==> src/rtl/seq_flash_pkg.sv <==
// Shared types and helpers for the sequence flasher.
// Holds the FSM state encoding and the colour decoder.
package seq_flash_pkg;

  typedef enum logic [1:0] {
    IDLE = 2'd0,
    ON   = 2'd1,
    GAP  = 2'd2,
    FIN  = 2'd3
  } state_e;

  localparam int MAX_COLOURS = 16;

  // Out-of-range colour indices decode to a dark lamp.
  function automatic logic [MAX_COLOURS-1:0] onehot_decode(
    input logic [3:0]  idx,
    input int unsigned ncol
  );
    logic [MAX_COLOURS-1:0] oh;
    oh = '0;
    if (32'(idx) < ncol) begin
      oh[idx] = 1'b1;
    end
    return oh;
  endfunction

endpackage

==> src/rtl/flash_timer.sv <==
// Loadable down-counter that paces the lit and blank phases.
// Load wins over decrement; the count holds at zero.
module flash_timer #(
  parameter int W = 3
) (
  input  logic         clk_i,
  input  logic         rst_ni,
  input  logic         load_i,
  input  logic [W-1:0] load_val_i,
  input  logic         dec_i,
  output logic         zero_o
);

  logic [W-1:0] cnt_q;
  logic [W-1:0] cnt_d;

  always_comb begin
    cnt_d = cnt_q;
    if (load_i) begin
      cnt_d = load_val_i;
    end else if (dec_i && (cnt_q != '0)) begin
      cnt_d = cnt_q - W'(1);
    end
  end

  always_ff @(posedge clk_i or negedge rst_ni) begin
    if (!rst_ni) begin
      cnt_q <= '0;
    end else begin
      cnt_q <= cnt_d;
    end
  end

  assign zero_o = (cnt_q == '0);

endmodule

==> src/rtl/seq_flash_ctrl.sv <==
// Plays a stored colour sequence on one-hot lamps, with a
// blank gap after each step and optional player echo.
module seq_flash_ctrl
  import seq_flash_pkg::*;
#(
  parameter int NUM_COLOURS = 4,
  parameter int MAX_STEPS   = 33,
  parameter int ON_TICKS    = 8,
  parameter int OFF_TICKS   = 4,
  localparam int CW = $clog2(NUM_COLOURS),
  localparam int SW = $clog2(MAX_STEPS + 1)
) (
  input  logic                    flash_clk,
  input  logic                    reset_n,
  input  logic                    start,
  input  logic                    abort,
  input  logic [SW-1:0]           seq_len,
  input  logic [MAX_STEPS*CW-1:0] segment,
  input  logic                    echo_en,
  input  logic [NUM_COLOURS-1:0]  player_input,
  output logic [NUM_COLOURS-1:0]  disp_o,
  output logic                    busy,
  output logic                    done,
  output logic [SW-1:0]           step_idx
);

  localparam int TMAX = (ON_TICKS > OFF_TICKS) ? ON_TICKS : OFF_TICKS;
  localparam int TW   = (TMAX > 1) ? $clog2(TMAX) : 1;

  localparam logic [TW-1:0] ON_LD  = TW'(ON_TICKS - 1);
  localparam logic [TW-1:0] OFF_LD = TW'(OFF_TICKS - 1);
  localparam logic [SW-1:0] LEN_MX = SW'(MAX_STEPS);
  localparam logic [SW-1:0] STP_MX = SW'(MAX_STEPS - 1);

  state_e state_q;
  state_e state_d;

  logic [SW-1:0] step_q;
  logic [SW-1:0] step_d;
  logic [SW-1:0] len_q;
  logic [SW-1:0] len_d;

  logic [NUM_COLOURS-1:0] disp_q;
  logic [NUM_COLOURS-1:0] disp_d;
  logic                   busy_q;
  logic                   busy_d;
  logic                   done_q;
  logic                   done_d;
  logic [SW-1:0]          stepo_q;
  logic [SW-1:0]          stepo_d;

  logic          t_load;
  logic [TW-1:0] t_val;
  logic          t_dec;
  logic          t_zero;

  logic [SW-1:0]          len_clamp;
  logic [SW-1:0]          step_inc;
  logic                   last_step;
  logic [CW-1:0]          colour;
  logic [NUM_COLOURS-1:0] lamp;

  flash_timer #(
    .W(TW)
  ) u_timer (
    .clk_i      (flash_clk),
    .rst_ni     (reset_n),
    .load_i     (t_load),
    .load_val_i (t_val),
    .dec_i      (t_dec),
    .zero_o     (t_zero)
  );

  assign len_clamp = (seq_len > LEN_MX) ? LEN_MX : seq_len;
  assign step_inc  = (step_q == STP_MX) ? step_q : step_q + SW'(1);
  assign last_step = (step_q == len_q - SW'(1));

  always_ff @(posedge flash_clk or negedge reset_n) begin
    if (!reset_n) begin
      state_q <= IDLE;
      step_q  <= '0;
      len_q   <= '0;
    end else begin
      state_q <= state_d;
      step_q  <= step_d;
      len_q   <= len_d;
    end
  end

  // Abort overrides everything, including a start in IDLE.
  always_comb begin
    state_d = state_q;
    step_d  = step_q;
    len_d   = len_q;
    t_load  = 1'b0;
    t_val   = ON_LD;
    t_dec   = 1'b0;
    if (abort) begin
      state_d = IDLE;
      step_d  = '0;
      t_load  = 1'b1;
      t_val   = '0;
    end else begin
      unique case (state_q)
        IDLE: begin
          if (start) begin
            len_d   = len_clamp;
            step_d  = '0;
            t_load  = 1'b1;
            t_val   = ON_LD;
            state_d = (len_clamp == '0) ? FIN : ON;
          end
        end
        ON: begin
          if (t_zero) begin
            state_d = GAP;
            t_load  = 1'b1;
            t_val   = OFF_LD;
          end else begin
            t_dec = 1'b1;
          end
        end
        GAP: begin
          if (t_zero) begin
            if (last_step) begin
              state_d = FIN;
            end else begin
              state_d = ON;
              step_d  = step_inc;
              t_load  = 1'b1;
              t_val   = ON_LD;
            end
          end else begin
            t_dec = 1'b1;
          end
        end
        FIN: begin
          state_d = IDLE;
          step_d  = '0;
        end
        default: state_d = IDLE;
      endcase
    end
  end

  assign colour = segment[int'(step_q) * CW +: CW];

  always_comb begin
    lamp    = NUM_COLOURS'(onehot_decode(4'(colour), NUM_COLOURS));
    disp_d  = echo_en ? player_input : '0;
    busy_d  = 1'b0;
    done_d  = 1'b0;
    stepo_d = '0;
    if (!abort) begin
      stepo_d = step_q;
      busy_d  = (state_q == ON) || (state_q == GAP);
      done_d  = (state_q == FIN);
      if (state_q == ON) begin
        disp_d = disp_d | lamp;
      end
    end
  end

  always_ff @(posedge flash_clk or negedge reset_n) begin
    if (!reset_n) begin
      disp_q  <= '0;
      busy_q  <= 1'b0;
      done_q  <= 1'b0;
      stepo_q <= '0;
    end else begin
      disp_q  <= disp_d;
      busy_q  <= busy_d;
      done_q  <= done_d;
      stepo_q <= stepo_d;
    end
  end

  assign disp_o   = disp_q;
  assign busy     = busy_q;
  assign done     = done_q;
  assign step_idx = stepo_q;

endmodule

==> config.mk <==
export PLATFORM = sky130hd
export DESIGN_NAME = seq_flash_ctrl
export DESIGN_NICKNAME = d
export VERILOG_FILES = /design/src/rtl/seq_flash_pkg.sv /design/src/rtl/flash_timer.sv /design/src/rtl/seq_flash_ctrl.sv
export SDC_FILE = /design/constraint.sdc
export NUM_CORES = 1
export LEC_CHECK = 0
export CAP_MARGIN = 20
export CORE_MARGIN = 3
export CORE_UTILIZATION = 39
export DETAILED_ROUTE_END_ITERATION = 10
export GPL_TIMING_DRIVEN = 0
export HOLD_SLACK_MARGIN = 0.15
export PLACE_DENSITY = 0.83
export SLEW_MARGIN = 20
export SYNTH_ARGS = -nofsm -noshare
export SYNTH_HDL_FRONTEND = slang
export SYNTH_SLANG_ARGS = --single-unit
==> constraint.sdc <==
create_clock -name flash_clk -period 2 [get_ports flash_clk]
set_input_delay 0.4 -clock flash_clk [delete_from_list [all_inputs] [get_ports flash_clk]]
set_output_delay 0.4 -clock flash_clk [all_outputs]
set_load 0.02 [all_outputs]
==> run_results.csv <==
group,metric,value,unit
outcome,violations,"setup timing",
placed_design,dpl_cell_area,3200,sq um
final_layout,syn2layout_area_growth,60.8,%
final_layout,multi_input_area,1460,sq um
synthesis,ys_ff_latch,29,
timing,worst_slew_pin_slew,0.627,ns
clock_network,cts_sinks,29,
synthesis,ys_warn_count,0,
drt,detail-route-antenna-nets,0,
clock_network,clkLatencyLatePin,0.29,ns
timing,fin_skew,0.0117,ns
floorplanning,die-area,6580,sq um
worst_setup_path,critical_path_required,2.18,ns
worst_setup_path,path_cells,"or4_4, o21ai_2, nor4bb_4, a211oi_2, mux2_4, a32o_1",
clock_network,ctsHoldBuffers,0,
worst_setup_path,cp_max_fo,4,
floorplanning,die_y,81.1,um
global_route,grt_pass1_wl,10100,um
floorplanning,num_rows,26,
synthesis,synth_cells,221,
synthesis,ys_types,46,
power_and_ir_drop,leakage,1.40,nW
drt,routed_wirelength,6690,um
drt,dr.pass1.iters,4,
placed_design,pre_cts_ws,-0.422,ns
placed_design,place_hpwl,4740,um
worst_setup_path,worst_setup_path_end_kind,"flip-flop",
worst_setup_path,cp_num_buf_inv,0,
clock_network,clk_path_buf_depth,2,
timing,report.final.slew_viol_count,0,
timing,rsz0062_at_grt,"true",
synthesis,syn-cell-area,2200,sq um
synthesis,seq_area_frac_synth,33.0,%
timing,setup_viol,14,
floorplanning,coreArea,5270,sq um
min_path,min_path_type,"in2async",
floorplanning,io_pins,93,
final_layout,fill_cells,417,
worst_setup_path,critPathKind,"reg2reg",
final_layout,final_cell_area,3540,sq um
global_route,grt_pass1_vias,2115,
final_layout,diodes,0,
drt,met3_length,457,um
timing,fin_hold_ws,0.125,ns
final_layout,final_nets,421,
timing,finalHoldViolations,0,
drt,met1_length,2530,um
final_layout,seqCellArea,727,sq um
placed_design,port_buffers,91,
clock_network,clockRootBuffer,"clkbuf_8",
worst_setup_path,crit_family,"simple AND/OR/NAND/NOR gates",
timing,period_minus_slack,2.19,ns
run,cap_violations,0,
drt,routedWlPerCell,16.7,um
synthesis,synth.avg_cell_area,9.95,sq um
floorplanning,die_x,81.1,um
timing,timing.final.ws_setup,-0.187,ns
timing,tns,-1.47,ns
worst_setup_path,crit_arrival,2.37,ns
worst_setup_path,critPathLaunchType,"flip-flop",
global_route,antenna_found_initial,0,
placed_design,gp_congestion,0.825,
global_route,grt.total_usage,19.8,%
outcome,outcome,"finished with violations",
power_and_ir_drop,ir_worst_vdd,0.454,mV
worst_setup_path,worst_path_largest_cell_delay,0.56,ns
floorplanning,start_util,41.7,%
clock_network,htreeDepth,2,
final_layout,fin_util,67.1,%
timing,relSlewSlack,58.2,%
clock_network,cts_tree,"yes",
clock_network,cts_buffers,5,
clock_network,clk_pin_slew,0.07,ns
global_route,gr-total-overflow,0,
final_layout,drive_above_1_share,22.0,%
drt,vias,2142,
power_and_ir_drop,p_per_area,842,nW/um^2
drt,drcViolationCount,0,
global_route,grt_max_degree,30,
drt,top_layer_used,"met4",
timing,fmaxAchievable,457,MHz
drt,routed_via_density,5.33,
timing,min_period_over_period,109,%
drt,wl_met2,3650,um
drt,drt_iter0_markers,213,
synthesis,synth_nets,311,
worst_setup_path,slowest_stage,"or4_4",
## cells in the mapped netlist (all sizes together)
cell | n | area, sq um
dfrtp | 29 | 726
nand2 | 21 | 78.8
inv | 14 | 52.6
mux4 | 14 | 315
o21ai | 13 | 68.8
a21oi | 11 | 55.1
ha | 9 | 113
nand3 | 9 | 45.0
nor2 | 9 | 33.8
clkbuf | 8 | 30.0
nand2b | 8 | 50.1
mux2i | 6 | 60.1
nor2b | 6 | 37.5
xor2 | 6 | 52.6
buf | 5 | 27.5
mux2 | 5 | 56.3
nor3 | 5 | 30.0
a211oi | 4 | 30.0
o31ai | 4 | 30.0
a22o | 3 | 26.3
a32o | 3 | 31.3
o31a | 3 | 26.3
or4 | 3 | 26.3
a21boi | 2 | 15.0
nor4b | 2 | 17.5
o21bai | 2 | 15.0
o41ai | 2 | 17.5
or2 | 2 | 12.5
xnor2 | 2 | 17.5
a2111oi | 1 | 8.76
a211o | 1 | 8.76
a21o | 1 | 7.51
a2bb2oi | 1 | 8.76
a311oi | 1 | 8.76
a31oi | 1 | 6.26
nand4 | 1 | 6.26
nor4 | 1 | 6.26
nor4bb | 1 | 25.0
o211a | 1 | 10.0
or3 | 1 | 6.26
## area by class of cell
| cell class | instances | area share (%) |
|---|---|---|
| clock buffer | 5 | 1.95 |
| clock inverter | 3 | 0.495 |
| multi-input combinational | 165 | 41.3 |
| tap | 70 | 2.48 |
| inverter | 14 | 1.49 |
| buffer | 13 | 2.80 |
| timing repair buffer | 103 | 29.0 |
| sequential | 29 | 20.6 |
## power breakdown
group	leakage, nW	switching (W)	internal [W]
Combinational	0.979	0.000785	0.000891
Clock	0.0439	0.000232	0.000239
Sequential	0.381	0.000119	0.000712
Total	1.40	0.00114	0.00184
## metal layers
metal / global-route usage [%] / vias up
li1: - / 1033
met1: 25.1 / 1017
met2: 34.5 / 83
met3: 4.43 / 9
met4: 4.05 / 0
met5: 0 / -
## metrics by stage
stage               total power, W  cells
finish                     0.00298    402
global route               0.00320    402
CTS                        0.00284    399
detailed placement         0.00218    382
global placement           0.00213    382
floorplan                  0.00176    221
## registers in the layout, indices dropped and copies added (netlist names)
name,cells
busy,1
len_q,6
done,1
state_q,2
step_idx,6
disp_o,4
step_q,6
u_timer.cnt_q,3
## repair_timing
item,CTS,global route
hold endpoints to repair,0,0
pin swaps,13,13
buffers inserted,9,3
resized for setup,27,18
endpoints found under the setup margin,13,14
## cells in the final DEF, fill, tap and decap left out, drive strengths merged, types with 4 or more instances in the layout
cell / count
clkdlybuf4s50: 90
xor2: 6
nand2: 21
dfrtp: 29
ha: 9
a211oi: 4
buf: 17
nand2b: 8
nand3: 9
nor2b: 6
mux2i: 6
inv: 14
o21ai: 13
clkbuf: 14
nor3: 5
mux4: 14
nor2: 9
o31ai: 4
a21oi: 11
mux2: 5
## worst register-to-register path: stages, from the launching register on
cell      delay (ns)
dfrtp_1         0.41
or4_4           0.56
o21ai_2         0.12
nor4bb_4        0.33
a211oi_2        0.14
mux2_4          0.32
a32o_1          0.20
## worst paths after layout
check                                      from                     to  slack (ns)  cells past startpoint
hold / removal                          reset_n  step_q[5]$_DFFE_PN0P_        0.12                      1
max in group asynchronous               reset_n  step_q[0]$_DFFE_PN0P_        1.43                      1
hold reg to reg            len_q[5]$_DFFE_PN0P_   len_q[5]$_DFFE_PN0P_        0.53                      1
setup reg to reg           len_q[0]$_DFFE_PN0P_  step_q[5]$_DFFE_PN0P_       -0.19                      6
min in group flash_clk     len_q[5]$_DFFE_PN0P_   len_q[5]$_DFFE_PN0P_        0.53                      1
setup / recovery           len_q[0]$_DFFE_PN0P_  step_q[5]$_DFFE_PN0P_       -0.19                      6
## cells by family (layout without fill, tap and decap cells)
| group | after synthesis | after routing | synth area share (%) |
|---|---|---|---|
| buffers and inverters | 27 | 138 | 5.01 |
| multiplexers | 25 | 25 | 19.6 |
| flip-flops | 29 | 29 | 33.0 |
| adder cells (fa/ha/maj) | 9 | 9 | 5.12 |
| AND/OR/NAND/NOR | 69 | 69 | 17.1 |
| XOR/XNOR | 8 | 8 | 3.19 |
| AO/OA/AOI/OAI | 54 | 54 | 17.0 |
Power figures use the tool's default switching activity.
